$ cat src/rtl/reset_sequencer_pkg.sv
// rtl/reset_sequencer_pkg.sv - shared types and sizing helpers for the staged reset sequencer
package reset_sequencer_pkg;

    typedef enum logic [1:0] {
        HOLD,
        WAIT_LOCK,
        RELEASE,
        RUN
    } state_t;

    // One counter serves all three timed phases, so it is sized for the longest of them.
    function automatic int cnt_width(input int a, input int b, input int c);
        int m;
        m = (a > b) ? a : b;
        m = (m > c) ? m : c;
        return (m > 1) ? $clog2(m) : 1;
    endfunction

endpackage

$ cat src/rtl/reset_sequencer_bit_sync.sv
// rtl/reset_sequencer_bit_sync.sv - two-flop synchronizer for a single asynchronous level
module bit_sync (
    input  logic clk,
    input  logic resetn,
    input  logic d,
    output logic q
);

    logic meta;

    always_ff @(posedge clk or negedge resetn) begin
        if (!resetn) begin
            meta <= 1'b0;
            q    <= 1'b0;
        end else begin
            meta <= d;
            q    <= meta;
        end
    end

endmodule

$ cat src/rtl/reset_sequencer.sv
// rtl/reset_sequencer.sv - releases a bank of downstream resets one stage at a time after lock is stable
module reset_sequencer
    import reset_sequencer_pkg::*;
#(
    parameter int STAGES        = 4,
    parameter int HOLD_CYCLES   = 16,
    parameter int STABLE_CYCLES = 256,
    parameter int GAP_CYCLES    = 8
) (
    input  logic              clk,
    input  logic              resetn,
    input  logic              lock_in,
    input  logic              sw_reset,
    output logic [STAGES-1:0] stage_resetn,
    output logic              done
);

    localparam int CW = cnt_width(HOLD_CYCLES, STABLE_CYCLES, GAP_CYCLES);
    localparam int IW = $clog2(STAGES) + 1;

    localparam logic [CW-1:0]     HOLD_LAST   = CW'(HOLD_CYCLES - 1);
    localparam logic [CW-1:0]     STABLE_LAST = CW'(STABLE_CYCLES - 1);
    localparam logic [CW-1:0]     GAP_LAST    = CW'(GAP_CYCLES - 1);
    localparam logic [IW-1:0]     IDX_LAST    = IW'(STAGES - 1);
    localparam logic [STAGES-1:0] FIRST_BIT   = STAGES'(1);

    state_t        state;
    logic [CW-1:0] cnt;
    logic [IW-1:0] idx;
    logic          lock_s;

    bit_sync u_lock_sync (
        .clk    (clk),
        .resetn (resetn),
        .d      (lock_in),
        .q      (lock_s)
    );

    always_ff @(posedge clk or negedge resetn) begin
        if (!resetn) begin
            state        <= HOLD;
            cnt          <= '0;
            idx          <= '0;
            stage_resetn <= '0;
            done         <= 1'b0;
        end else if (sw_reset || (!lock_s && (state == RELEASE || state == RUN))) begin
            // All stages drop together; a partial release is never left behind.
            state        <= HOLD;
            cnt          <= '0;
            idx          <= '0;
            stage_resetn <= '0;
            done         <= 1'b0;
        end else begin
            case (state)
                HOLD: begin
                    if (cnt == HOLD_LAST) begin
                        state <= WAIT_LOCK;
                        cnt   <= '0;
                    end else begin
                        cnt <= cnt + 1'b1;
                    end
                end
                WAIT_LOCK: begin
                    if (!lock_s) begin
                        cnt <= '0;
                    end else if (cnt == STABLE_LAST) begin
                        cnt          <= '0;
                        idx          <= IW'(1);
                        stage_resetn <= stage_resetn | FIRST_BIT;
                        if (STAGES == 1) begin
                            state <= RUN;
                            done  <= 1'b1;
                        end else begin
                            state <= RELEASE;
                        end
                    end else begin
                        cnt <= cnt + 1'b1;
                    end
                end
                RELEASE: begin
                    if (cnt == GAP_LAST) begin
                        cnt          <= '0;
                        idx          <= idx + 1'b1;
                        stage_resetn <= stage_resetn | (FIRST_BIT << idx);
                        if (idx == IDX_LAST) begin
                            state <= RUN;
                            done  <= 1'b1;
                        end
                    end else begin
                        cnt <= cnt + 1'b1;
                    end
                end
                default: begin
                end
            endcase
        end
    end

endmodule

$ cat config.mk
export PLATFORM = sky130hd
export DESIGN_NAME = reset_sequencer
export DESIGN_NICKNAME = d
export VERILOG_FILES = /design/src/rtl/reset_sequencer_pkg.sv /design/src/rtl/reset_sequencer_bit_sync.sv /design/src/rtl/reset_sequencer.sv
export SDC_FILE = /design/constraint.sdc
export NUM_CORES = 1
export LEC_CHECK = 0
export CAP_MARGIN = 20
export CORE_MARGIN = 3
export CORE_UTILIZATION = 35
export CTS_CLUSTER_DIAMETER = 30
export CTS_CLUSTER_SIZE = 28
export DETAILED_ROUTE_END_ITERATION = 6
export GPL_ROUTABILITY_DRIVEN = 0
export SETUP_SLACK_MARGIN = 0.2
export SLEW_MARGIN = 30
export SYNTH_ARGS = -nofsm -noshare
export SYNTH_HDL_FRONTEND = slang
export SYNTH_SLANG_ARGS = --single-unit
$ cat constraint.sdc
create_clock -name clk -period 2.12 [get_ports clk]
set_clock_uncertainty 0.2 [all_clocks]
set_input_delay 0.424 -clock clk [delete_from_list [all_inputs] [get_ports clk]]
set_output_delay 0.424 -clock clk [all_outputs]
set_load 0.03 [all_outputs]
==> summary.txt, run 1 <==
Timing
  – Fin worst setup slack: -0.0776 ns
  – Slew margin rel.: 0.731
  – Final Hold Violating Endpoints: 0
  – Period utilization: 1.04
  – Post-route minimum period: 2.20 ns
  – RSZ-0062 raised after global routing: yes
  – Achievable frequency: 455 MHz
  – Final Max Tran Viols: 0
  – Worst slew pin tran: 0.401 ns
  – Count of final setup violators: 5

Synth
  – Post-Synthesis Cell Area: 1250 µm²
  – Mapped Nets: 145
  – Post-synth top area cell: dfrtp_1
  – Top post-synthesis cells by area: dfrtp_1 40%, ha_1 9.0%, nand2_1 4.2%
  – Cell variety after synth: 40
  – Seq/Total Area, Yosys: 0.399
  – Synth Instances: 132
  – Async SR Flop Fraction: 1.00
  – Count leader, synth: dfrtp_1
  – Synth Area per Inst: 9.51 µm²
  – EDFF count, synth: 0
  – Top_reg_cell synth: dfrtp_1
  – Commonest cells in the netlist: 20 x dfrtp_1, 14 x nand2_1, 9 x ha_1, 9 x inv_1, 9 x nor2_1
  – #FFs+latches synth: 20
  – Syn. warnings: 0
  – Synth top area share: 0.399

Drt
  – First drt pass iteration count: 4
  – Detailed Route WL: 2950 µm
  – Routed len/inst: 13.8 µm
  – Initial drt markers: 37
  – Final ANT Viol Nets: 0
  – Vias/cell: 5.19
  – Vias: 1111
  – Post-route DRC: 0

Critical path
  – WP data required: 2.12 ns
  – Flop2flop setup slack: -0.08 ns
  – CP arrival: 2.20 ns
  – Crit-path cells: or4_4 -> nor3_4 -> o22ai_2 -> buf_6 -> a21o_1 -> a22o_1
  – CP Launch Type: flip-flop
  – Worst Path Class, Setup: reg2reg
  – Slowest-stage cell, CP: or4_4
  – CP max FO: 5
  – Reg-to-Reg Start: cnt[6]
  – Worst setup EP type: flip-flop
  – Reg2reg end: idx[1]
  – FF-to-FF path depth: 6
  – Largest stage delay, worst path: 0.60 ns

Job
  – Max-Cap Viols: 0

Run status
  – Status: complete, but fails checks
  – Failing checks: negative setup slack

Floorplanning
  – Top Ports: 9
  – Die area: 4340 µm²
  – Std-Cell Rows: 21
  – Initial core utilization: 0.370
  – Core area: 3390 µm²
  – Die X-Extent: 65.9 µm
  – DIE HEIGHT: 65.9 µm

Global routing
  – Initial antenna violation count: 0
  – Global-route wire length before repair: 4930 µm
  – Vias in the first global route: 1080
  – GRT Util Overall: 0.147
  – Remaining global-route overflow: 0
  – Largest net degree at the start of global routing: 21

Final layout
  – Fin util: 0.515
  – Antenna diodes: 0
  – Share of layout cells above drive strength 1: 0.345
  – Final net count: 182
  – Layout area overhead: 39.1%
  – Multi-input logic area: 797 µm²
  – Fin area: 1750 µm²
  – # fillers: 291
  – Sequential cell area: 500 µm²

Clock tree
  – # clock sinks: 20
  – CTS tree: built
  – Skew-Pair Late Insertion Delay: 0.30 ns
  – Worst-path clk slew: 0.12 ns
  – Hold buffers post-CTS: 0
  – CTS H-Tree Depth: 1
  – CTS Buf Count: 3
  – CTS root buf: clkbuf_4
  – Clock Path Buffers: 2

Place
  – Pre-CTS WS: -0.0318 ns
  – Port Buffer Count: 8
  – Area post-placement: 1520 µm²
  – Dpl hpwl: 2180 µm

Worst hold path
  – Hold crit path type: reg2reg
  – Hold Startpoint: u_lock_sync.meta
  – Hold path depth: 0
  – Hold Path Sink: u_lock_sync.q

Power
  – Worst VDD drop: 0.000373 V
  – Pwr Density: 1000 nW/µm²
  – Leakage: 0.000815 µW
[critical path, delay by kind of cell, from the launching register on]
| kind | cells | cell delay (ns) |
|---|---|---|
| and+or+nand+nor | 2 | 0.84 |
| AOI/OAI and AO/OA | 3 | 0.50 |
| DFF | 1 | 0.41 |
| buffers and inverters | 1 | 0.14 |
[per-layer routing]
metal | GRT usage | wire length [µm]
met4 | 0.0415 | 40
met5 | 0 | 0
met1 | 0.186 | 1360
met2 | 0.250 | 1470
met3 | 0.0323 | 80
[timing repair]
action | in CTS | in global routing
pin swaps | 3 | 15
setup buffers | 3 | 6
endpoints found under the setup margin | 20 | 18
cloned | 0 | 0
resized for setup | 18 | 12
[cell families after synthesis]
kind of cell	Yosys count	share of synthesized area
AND/OR/NAND/NOR	49	0.221
AO/OA/AOI/OAI	38	0.226
flip-flops	20	0.399
buffers and inverters	14	0.0439
adder cells (fa/ha/maj)	9	0.0897
multiplexers	2	0.0199
[final cells by class]
cell class / count / share of cell area
tap: 46 / 0.0330
clock inverter: 1 / 0.0172
multi-input combinational: 98 / 0.457
sequential: 20 / 0.287
inverter: 10 / 0.0222
timing repair buffer: 36 / 0.171
clock buffer: 3 / 0.0129
[cell usage in the layout, fill, tap and decap left out, drive strengths merged, types with 2 or more instances in the layout]
cell	Yosys	final
a211oi	2	2
a21o	3	3
a21oi	8	8
a22o	3	3
and3	3	3
buf	2	28
clkbuf	2	3
clkdlybuf4s50	0	3
dfrtp	20	20
dlygate4sd2	0	5
ha	9	9
inv	9	9
nand2	14	14
nand2b	3	3
nand3	6	6
nor2	9	9
nor3	6	6
o211ai	3	3
o21a	4	4
o21ai	6	6
o22ai	2	2
or4	2	2
[power breakdown]
| part | switching (µW) | internal, µW | leakage [µW] |
|---|---|---|---|
| Sequential | 42.4 | 434 | 0.000269 |
| Clock | 125 | 191 | 0.0000279 |
| Combinational | 476 | 480 | 0.000518 |
| Total | 643 | 1110 | 0.000815 |
[metrics by stage]
step,TNS (ns),std cells,total power [µW],hold WS (ns)
floorplan,0,132,995,-0.0716
global placement,-0.00817,201,1230,0.134
detailed placement,-0.0318,201,1250,0.136
CTS,0,208,1680,0.167
global route,-0.686,214,1860,0.177
finish,-0.203,214,1750,0.162
[how the worst max path moves through the flow]
stage               slack, ns  endpoint      from  cells past startpoint
floorplan                0.06  state[0]    cnt[6]                      5
global placement       -0.008    cnt[5]  state[0]                      7
detailed placement      -0.03  state[0]  sw_reset                      6
CTS                     0.008    cnt[5]    cnt[0]                      6
global route            -0.11    idx[1]    cnt[6]                      6
finish                  -0.08    idx[1]    cnt[6]                      6
[registers in the layout, summed over array words and instances, names as in the netlist]
register / flops
u_lock_sync.q: 1
idx: 3
stage_resetn: 4
cnt: 8
state: 2
u_lock_sync.meta: 1
done: 1
No activity file was read; power rests on OpenSTA's default activity.
==> run 2, diff against run 1 <==
--- a/config.mk
+++ b/config.mk
@@ -5,6 +5,7 @@
 export SDC_FILE = /design/constraint.sdc
 export NUM_CORES = 1
 export LEC_CHECK = 0
+export ABC_AREA = 0
 export CAP_MARGIN = 20
 export CORE_MARGIN = 3
 export CORE_UTILIZATION = 35
==> results of run 2 <==
No change in the layout: final DEF, timing and power equal those of run 1.
==> run 3, diff against run 2 <==
--- a/config.mk
+++ b/config.mk
@@ -7,12 +7,16 @@
 export LEC_CHECK = 0
 export ABC_AREA = 0
 export CAP_MARGIN = 20
+export CELL_PAD_IN_SITES_DETAIL_PLACEMENT = 1
+export CELL_PAD_IN_SITES_GLOBAL_PLACEMENT = 2
 export CORE_MARGIN = 3
 export CORE_UTILIZATION = 35
 export CTS_CLUSTER_DIAMETER = 30
 export CTS_CLUSTER_SIZE = 28
 export DETAILED_ROUTE_END_ITERATION = 6
+export DONT_BUFFER_PORTS = 1
 export GPL_ROUTABILITY_DRIVEN = 0
+export PLACE_DENSITY_LB_ADDON = 0.1
 export SETUP_SLACK_MARGIN = 0.2
 export SLEW_MARGIN = 30
 export SYNTH_ARGS = -nofsm -noshare
==> run 3 against run 2 <==
Effect of this change: the flow still finishes with violations (negative setup slack); sequential power increased by 5.0%; utilization increased by 1.9 points; critical path depth decreased by 1; clock power increased by 3%; routed wire length increased by 23%; setup slack improved by 0.014 ns; fmax increased by 0.65%; largest power group unchanged.
==> summary.txt, run 3 (synthesized netlist as in run 1, its figures left out) <==
Run status
  – Status: complete, but fails checks
  – Failing checks: negative setup slack

Final layout
  – Final net count: 187 (+2.7%)
  – # fillers: 376 (+29%)
  – Antenna diodes: 0 (unchanged)
  – Largest regs: cnt (8), stage_resetn (4), idx (3)
  – Layout area overhead: 44.3%
  – Most flop-heavy register: cnt
  – Fin area: 1810 µm² (+3.7%)
  – Max reg flops: 8 (unchanged)
  – Most common cell after layout, fill and taps aside: buf_4
  – Share of layout cells above drive strength 1: 0.416 (+0.0709)
  – Commonest non-fill, non-tap cells in the layout: 32 x buf_4, 20 x dfrtp_1, 13 x nand2_1

Global routing
  – Initial antenna violation count: 0 (unchanged)
  – Global-route wire length before repair: 5620 µm (+14%)
  – Largest net degree at the start of global routing: 21 (unchanged)
  – GRT Util Overall: 0.173 (+0.0257)
  – Vias in the first global route: 1225 (+13%)
  – Remaining global-route overflow: 0 (unchanged)

Floorplanning
  – Initial core utilization: 0.370 (unchanged)
  – Top Ports: 9 (unchanged)
  – Die X-Extent: 65.9 µm (unchanged)
  – Core area: 3390 µm² (unchanged)
  – Std-Cell Rows: 21 (unchanged)
  – Die area: 4340 µm² (unchanged)
  – DIE HEIGHT: 65.9 µm (unchanged)

Critical path
  – CP Launch Type: flip-flop
  – CP max FO: 4 (-1)
  – Worst Path Class, Setup: reg2reg
  – WP data required: 2.13 ns (about the same)
  – CP arrival: 2.19 ns (about the same)
  – Worst setup EP type: flip-flop

Timing
  – Final Hold Violating Endpoints: 0 (unchanged)
  – Worst slew pin tran: 0.482 ns (+0.0801 ns)
  – Post-route minimum period: 2.18 ns (-0.0142 ns)
  – Period utilization: 1.03 (-0.00670)
  – Hold WS: 0.162 ns (+0.0000550 ns)
  – Final Max Tran Viols: 0 (unchanged)
  – Fin worst setup slack: -0.0634 ns (+0.0142 ns)
  – Count of final setup violators: 8 (+3)
  – RSZ-0062 raised after global routing: yes
  – Achievable frequency: 458 MHz (+0.65%)
  – Sum Neg Setup Slack: -0.304 ns (-0.101 ns)
  – Slew margin rel.: 0.679 (-0.0516)

Place
  – Area post-placement: 1470 µm² (-3.3%)
  – Pre-CTS WS: -0.0596 ns (-0.0279 ns)
  – Dpl hpwl: 2600 µm (+19%)
  – Port Buffer Count: 0 (-8)

Drt
  – Final ANT Viol Nets: 0 (unchanged)
  – Vias/cell: 5.47 (+5.4%)
  – Post-route DRC: 0 (unchanged)
  – First drt pass iteration count: 4 (unchanged)
  – Initial drt markers: 38 (+2.7%)
  – Routed len/inst: 16.6 µm (+20%)
  – Detailed Route WL: 3630 µm (+23%)
  – Vias: 1198 (+7.8%)

Power
  – Worst VDD drop: 0.000321 V (-14%)
  – Leakage: 0.000834 µW (+2.3%)
  – Pwr Density: 1080 nW/µm² (+7.4%)

Clock tree
  – CTS H-Tree Depth: 1 (unchanged)
  – Skew-Pair Late Insertion Delay: 0.32 ns (+0.02 ns)
  – CTS Buf Count: 3 (unchanged)
  – Clock Path Buffers: 2 (unchanged)
  – CTS root buf: clkbuf_4
  – # clock sinks: 20 (unchanged)
  – Worst-path clk slew: 0.12 ns (about the same)
  – CTS tree: built

Job
  – Max-Cap Viols: 0 (unchanged)

Worst hold path
  – Hold crit path type: reg2reg
[run 3: path summary, 6_finish.rpt]
check	from	end	slack, ns	cells after the start
worst max-delay path	cnt[6]	state[0]	-0.06	5
worst min-delay path	u_lock_sync.meta	u_lock_sync.q	0.16	0
worst max register to register	cnt[6]	state[0]	-0.06	5
worst min register to register	u_lock_sync.meta	u_lock_sync.q	0.16	0
max in group asynchronous	resetn	cnt[6]	1.01	2
min in group asynchronous	resetn	stage_resetn[0]	0.38	2
[run 3: timing repair]
action / in CTS / in global routing
pin swaps: 5 / 13
setup endpoints to repair: 16 / 17
hold endpoints to repair: 21 / 20
hold buffers: 2 / 1
buffers inserted: 8 / 7
gates resized for setup: 15 / 17
[run 3: report_power, final]
group          total [µW]  switching (µW)  internal (µW)
logic                1120             521            600
clock network         325             134            191
registers             501            67.0            434
[run 3: layout make-up]
cell class,instances,area (µm²),area share
well taps,46,57.6,0.0318
repair buffers,41,333,0.184
inverters,10,38.8,0.0214
multi-input cells,98,828,0.457
clock buffers,3,22.5,0.0124
clock inverters,1,30.0,0.0166
flip-flops and latches,20,500,0.276
[run 3: routing by layer]
metal  wire (µm)  up-vias  global-route usage
met1        1500      596               0.199
met2        1910       31               0.308
met5           0        -                   0
met3         105       11              0.0272
met4         111        0              0.0855
li1            -      560                   -
[run 3: critical path, stage by stage, from the launching register on]
cell      delay (ns)
dfrtp_1         0.43
or4_4           0.60
nor3_4          0.24
o22ai_2         0.13
nand3b_4        0.18
mux2_4          0.30
[run 3: per-stage QoR]
stage / cells / total power (µW) / utilization
3_5_place_dp: 197 / 1300 / 0.435
6_report: 219 / 1950 / 0.534
4_1_cts: 211 / 1820 / 0.495
5_1_grt: 219 / 2080 / 0.534
3_3_place_gp: 197 / 1270 / 0.435
2_1_floorplan: 132 / 995 / -
==> patch 1, RTL diff (config.mk and constraints of run 1) <==
Register the input `lock_in` before use, without a reset. The logic sees it one clock later.
--- a/src/rtl/reset_sequencer.sv
+++ b/src/rtl/reset_sequencer.sv
@@ -24,6 +24,12 @@
     localparam logic [IW-1:0]     IDX_LAST    = IW'(STAGES - 1);
     localparam logic [STAGES-1:0] FIRST_BIT   = STAGES'(1);
 
+    logic lock_q;
+
+    always_ff @(posedge clk) begin
+        lock_q <= lock_in;
+    end
+
     state_t        state;
     logic [CW-1:0] cnt;
     logic [IW-1:0] idx;
@@ -32,7 +38,7 @@
     bit_sync u_lock_sync (
         .clk    (clk),
         .resetn (resetn),
-        .d      (lock_in),
+        .d      (lock_q),
         .q      (lock_s)
     );
 
Behaviour: same outputs for any inputs over 10 cycles, from zero or initial values and one cycle with resetn low; that may be too few to reach the edited logic, so the function may still have changed.
==> patch 1 against run 1 <==
  * The flow still finishes with violations (setup timing)
  * Setup slack improved by 0.058 ns
  * Power fell by 2.3%
  * Synthesized area rose by 1.6%
  * Wire length rose by 2.5%
  * Sequential cell count rose by 1
  * Final area rose by 0.93%
==> patch 1: results (changes against run 1) <==
Power
  • P_sw: 661 uW (+2.8%)
  • Relative contribution of sequential cells to total power: 29.3% (+2.0 points)
  • Power of the clock network: 205 uW (-35%)
  • Overall Power: 1.71 mW (-2.3%)

Detailed routing
  • Initial detailed-routing violation count: 32 (-14%)
  • First-pass iteration count of the detailed router: 5 (+1)

Yosys
  • Top-area cell type share of the netlist area: 39.3% (-0.63 points)
  • Number of distinct library cell variants in the gate-level netlist after synthesis: 41 (+2.5%)
  • Synth area leaders: dfrtp_1 39%, ha_1 8.8%, nand2_1 4.1%
  • Portion of the post-synthesis area used by sequential elements: 40.8% (+0.94 points)

Critical path
  • Cell type group with the largest total delay on the critical path: compound AO/OA/AOI/OAI gates
  • Crit Path Max Fanout: 4 (-1)
  • Data arrival time at the worst-slack endpoint: 2.15 ns (-0.05 ns)

Cells and area
  • Non-filler cells, final: 216 (+0.93%)
  • Number of filler cells placed in the layout: 326 (+12%)

Clock tree
  • Post-CTS Setup Inserts: 6 (+3)
  • Clock latency on the worst-skew pair: 0.32 ns (+0.02 ns)

Run status
  • Violations in the final reports: setup timing
  • Result of the run: finished, violations left

GRT
  • Wire length of the first global-routing pass: 5330 um (+8.3%)
  • Vias in the first global route: 1140 (+5.6%)

Timing
  • Total negative slack: -0.0472 ns (+0.156 ns)
  • Final setup vio count: 4 (-1)
  • Final worst setup slack: -0.0195 ns (+0.0581 ns)
  • Slew at the pin closest to its max-slew limit: 0.408 ns (+0.00678 ns)

Place
  • Post-Place Cells: 203 (+1.0%)
  • Post-DP HPWL: 2190 um (+0.56%)
==> patch 1: changes by cell type after synthesis <==
cell,run 1,this run
dfxtp_1,0,1
==> patch 1: final timing paths <==
check	from	endpoint	slack, ns	cells after the start
hold reg to reg	lock_q	u_lock_sync.meta	0.14	0
min in group asynchronous	resetn	done	0.23	2
hold / removal	lock_q	u_lock_sync.meta	0.14	0
setup reg to reg	cnt[6]	cnt[7]	-0.02	5
max in group asynchronous	resetn	u_lock_sync.q	1.27	2
setup / recovery	cnt[6]	cnt[7]	-0.02	5
==> patch 1: cell type report <==
class                           instances  area [um2]  share of cell area (%)
Sequential cell                        21         520                    29.5
Clock buffer                            4        26.3                    1.49
Timing Repair Buffer                   37         322                    18.3
Multi-Input combinational cell         98         797                    45.2
Tap cell                               46        57.6                    3.27
Inverter                               10        38.8                    2.20
==> patch 1: cells by family (layout without fill, tap and decap cells) <==
| family | count (synthesis) | in the layout | synth area share (%) |
|---|---|---|---|
| compound gates | 38 | 38 | 22.3 |
| simple gates | 49 | 49 | 21.8 |
| flops | 21 | 21 | 40.8 |
| fa+ha+maj | 9 | 9 | 8.83 |
| buf+inv | 14 | 51 | 4.32 |
| mux | 2 | 2 | 1.96 |
==> patch 1: per-stage QoR <==
stage / setup WS, ns / instance area, um2
floorplan: 0.0627 / 1280
global placement: -0.00926 / 1550
detailed placement: 0.00276 / 1550
CTS: 0.00104 / 1680
global route: -0.115 / 1760
finish: -0.0195 / 1760
==> patch 1: layer usage <==
metal  wire length, um  vias to the layer above  global-route usage (%)
met4                63                        0                    6.85
met5                 0                        -                       0
met3                77                        8                    2.55
met1              1440                      563                    20.8
li1                  -                      558                       -
met2              1450                       21                    26.4
==> patch 2, RTL diff (flow settings as in run 1) <==
Without the edit above. `STABLE_CYCLES`: 256 -> 512.
--- a/src/rtl/reset_sequencer.sv
+++ b/src/rtl/reset_sequencer.sv
@@ -4,7 +4,7 @@
 #(
     parameter int STAGES        = 4,
     parameter int HOLD_CYCLES   = 16,
-    parameter int STABLE_CYCLES = 256,
+    parameter int STABLE_CYCLES = 512,
     parameter int GAP_CYCLES    = 8
 ) (
     input  logic              clk,
Function: same outputs for any inputs over 10 cycles, from zero or initial values and one cycle with resetn low; that may be too few to reach the edited logic, so the function may still have changed.
==> patch 2 against run 1 <==
  * The run still ends with setup timing left
  * Final area fell by 4.3%
  * Utilization rose by 0.65 points
  * Critical endpoint is now cnt[7]
  * Highest routed layer unchanged
  * Setup slack improved by 0.035 ns
  * Wire length fell by 2.7%
  * Sequential cell count rose by 1
  * Synthesized area fell by 1.8%
  * Count of clock-buffer cells in the layout rose by 1
  * Synthesized cell count fell by 1.5%
  * First-iteration DRC count rose by 8.1%
  * Die area fell by 1.6%
  * Power fell by 17%
  * Largest cell class unchanged
  * Combinational power fell by 17%
  * Largest power group unchanged
==> patch 2: results (changes against run 1) <==
Run status
  • Result of the run: finished, violations left
  • Violations in the final reports: setup timing

GRT
  • Maximum number of pins on one net before global-route repair: 22 (+4.8%)
  • Met3 demand-to-capacity share in global routing: 3.93% (+0.70 points)
  • Total global routing track utilization: 14.4% (-0.37 points)
  • Global routing usage on met2: 24.3% (-0.76 points)
  • Met1 demand-to-capacity share in global routing: 17.1% (-1.5 points)
  • Wire length of the first global-routing pass: 4810 um (-2.4%)

Detailed routing
  • Sum of met2 wire segment lengths after detailed routing: 1450 um (-1.4%)
  • Total length of routed wires: 2880 um (-2.7%)
  • Via total after detailed routing: 1080 (-2.8%)
  • Initial detailed-routing violation count: 40 (+8.1%)

Cells and area
  • Non-filler cells, final: 207 (-3.3%)
  • Layout cells sized above 1: 33.1% (-1.4 points)
  • Number of filler cells placed in the layout: 308 (+5.8%)
  • Leading registers by flop count: cnt x9, stage_resetn x4, idx x3

Timing
  • Total negative slack: -0.207 ns (-0.00340 ns)
  • Relative slew slack: 65.2% (-7.8 points)
  • Final setup vio count: 7 (+2)
  • Final worst setup slack: -0.0427 ns (+0.0349 ns)

Place
  • Post-Place Cells: 193 (-4.0%)
  • Instance area after placement: 1470 um2 (-3.4%)
  • Post-DP HPWL: 1960 um (-9.8%)
  • Worst setup timing slack at the placement stage: -0.0418 ns (-0.0100 ns)

Critical path
  • Crit Path Max Fanout: 6 (+1)
  • Cell type group with the largest total delay on the critical path: compound AO/OA/AOI/OAI gates
  • Data arrival time at the worst-slack endpoint: 2.17 ns (-0.03 ns)
  • Delay of the slowest cell on the worst path: 0.41 ns (-0.19 ns)
  • Cell with the largest stage delay on the worst path: dfrtp_1

Yosys
  • Average cell area after synthesis: 9.48 um2 (-0.28%)
  • Number of distinct library cell variants in the gate-level netlist after synthesis: 36 (-10%)
  • Syn_nets: 144 (-0.69%)
  • Portion of the post-synthesis area used by sequential elements: 42.6% (+2.8 points)
  • Most instantiated cells after synthesis: 21 x dfrtp_1, 15 x nand2_1, 13 x nor2_1
  • Synth area leaders: dfrtp_1 43%, ha_1 10%, nand2_1 4.6%

Power
  • Worst IR drop on VDD: 0.000341 V (-8.8%)
  • Leakage power total: 0.716 nW (-12%)
-- patch 2: final timing paths --
check / startpoint / endpoint / slack, ns / depth (start not counted)
hold / removal: u_lock_sync.meta / u_lock_sync.q / 0.16 / 0
setup / recovery: cnt[1] / cnt[7] / -0.04 / 9
hold reg to reg: u_lock_sync.meta / u_lock_sync.q / 0.16 / 0
max in group asynchronous: resetn / u_lock_sync.meta / 1.23 / 2
setup reg to reg: cnt[1] / cnt[7] / -0.04 / 9
min in group asynchronous: resetn / idx[2] / 0.27 / 2
-- patch 2: cell families after synthesis --
| kind of cell | Yosys count | synth area share, % |
|---|---|---|
| multiplexers | 1 | 0.812 |
| buffers and inverters | 13 | 4.06 |
| AND/OR/NAND/NOR | 56 | 24.1 |
| flip-flops | 21 | 42.6 |
| AO/OA/AOI/OAI | 29 | 18.3 |
| adder cells (fa/ha/maj) | 10 | 10.2 |
-- patch 2: power by group --
group | internal (mW) | switching, mW | total, mW | leakage [nW]
clock | 0.0733 | 0.115 | 0.188 | 0.0150
combinational | 0.365 | 0.425 | 0.790 | 0.418
sequential | 0.444 | 0.0367 | 0.480 | 0.283
-- patch 2: area by class of cell --
class | instances | area (um2) | area share [%]
Clock buffer | 4 | 26.3 | 1.57
Inverter | 11 | 41.3 | 2.47
Multi-Input combinational cell | 96 | 768 | 46.0
Sequential cell | 21 | 526 | 31.5
Tap cell | 44 | 55.1 | 3.30
Timing Repair Buffer | 31 | 254 | 15.2
-- patch 2: repair_timing --
| action | in CTS | in global routing |
|---|---|---|
| endpoints found under the hold margin | 0 | 0 |
| pin swaps | 5 | 8 |
| setup endpoints to repair | 22 | 19 |
| gates resized for setup | 20 | 10 |
| setup buffers | 5 | 5 |
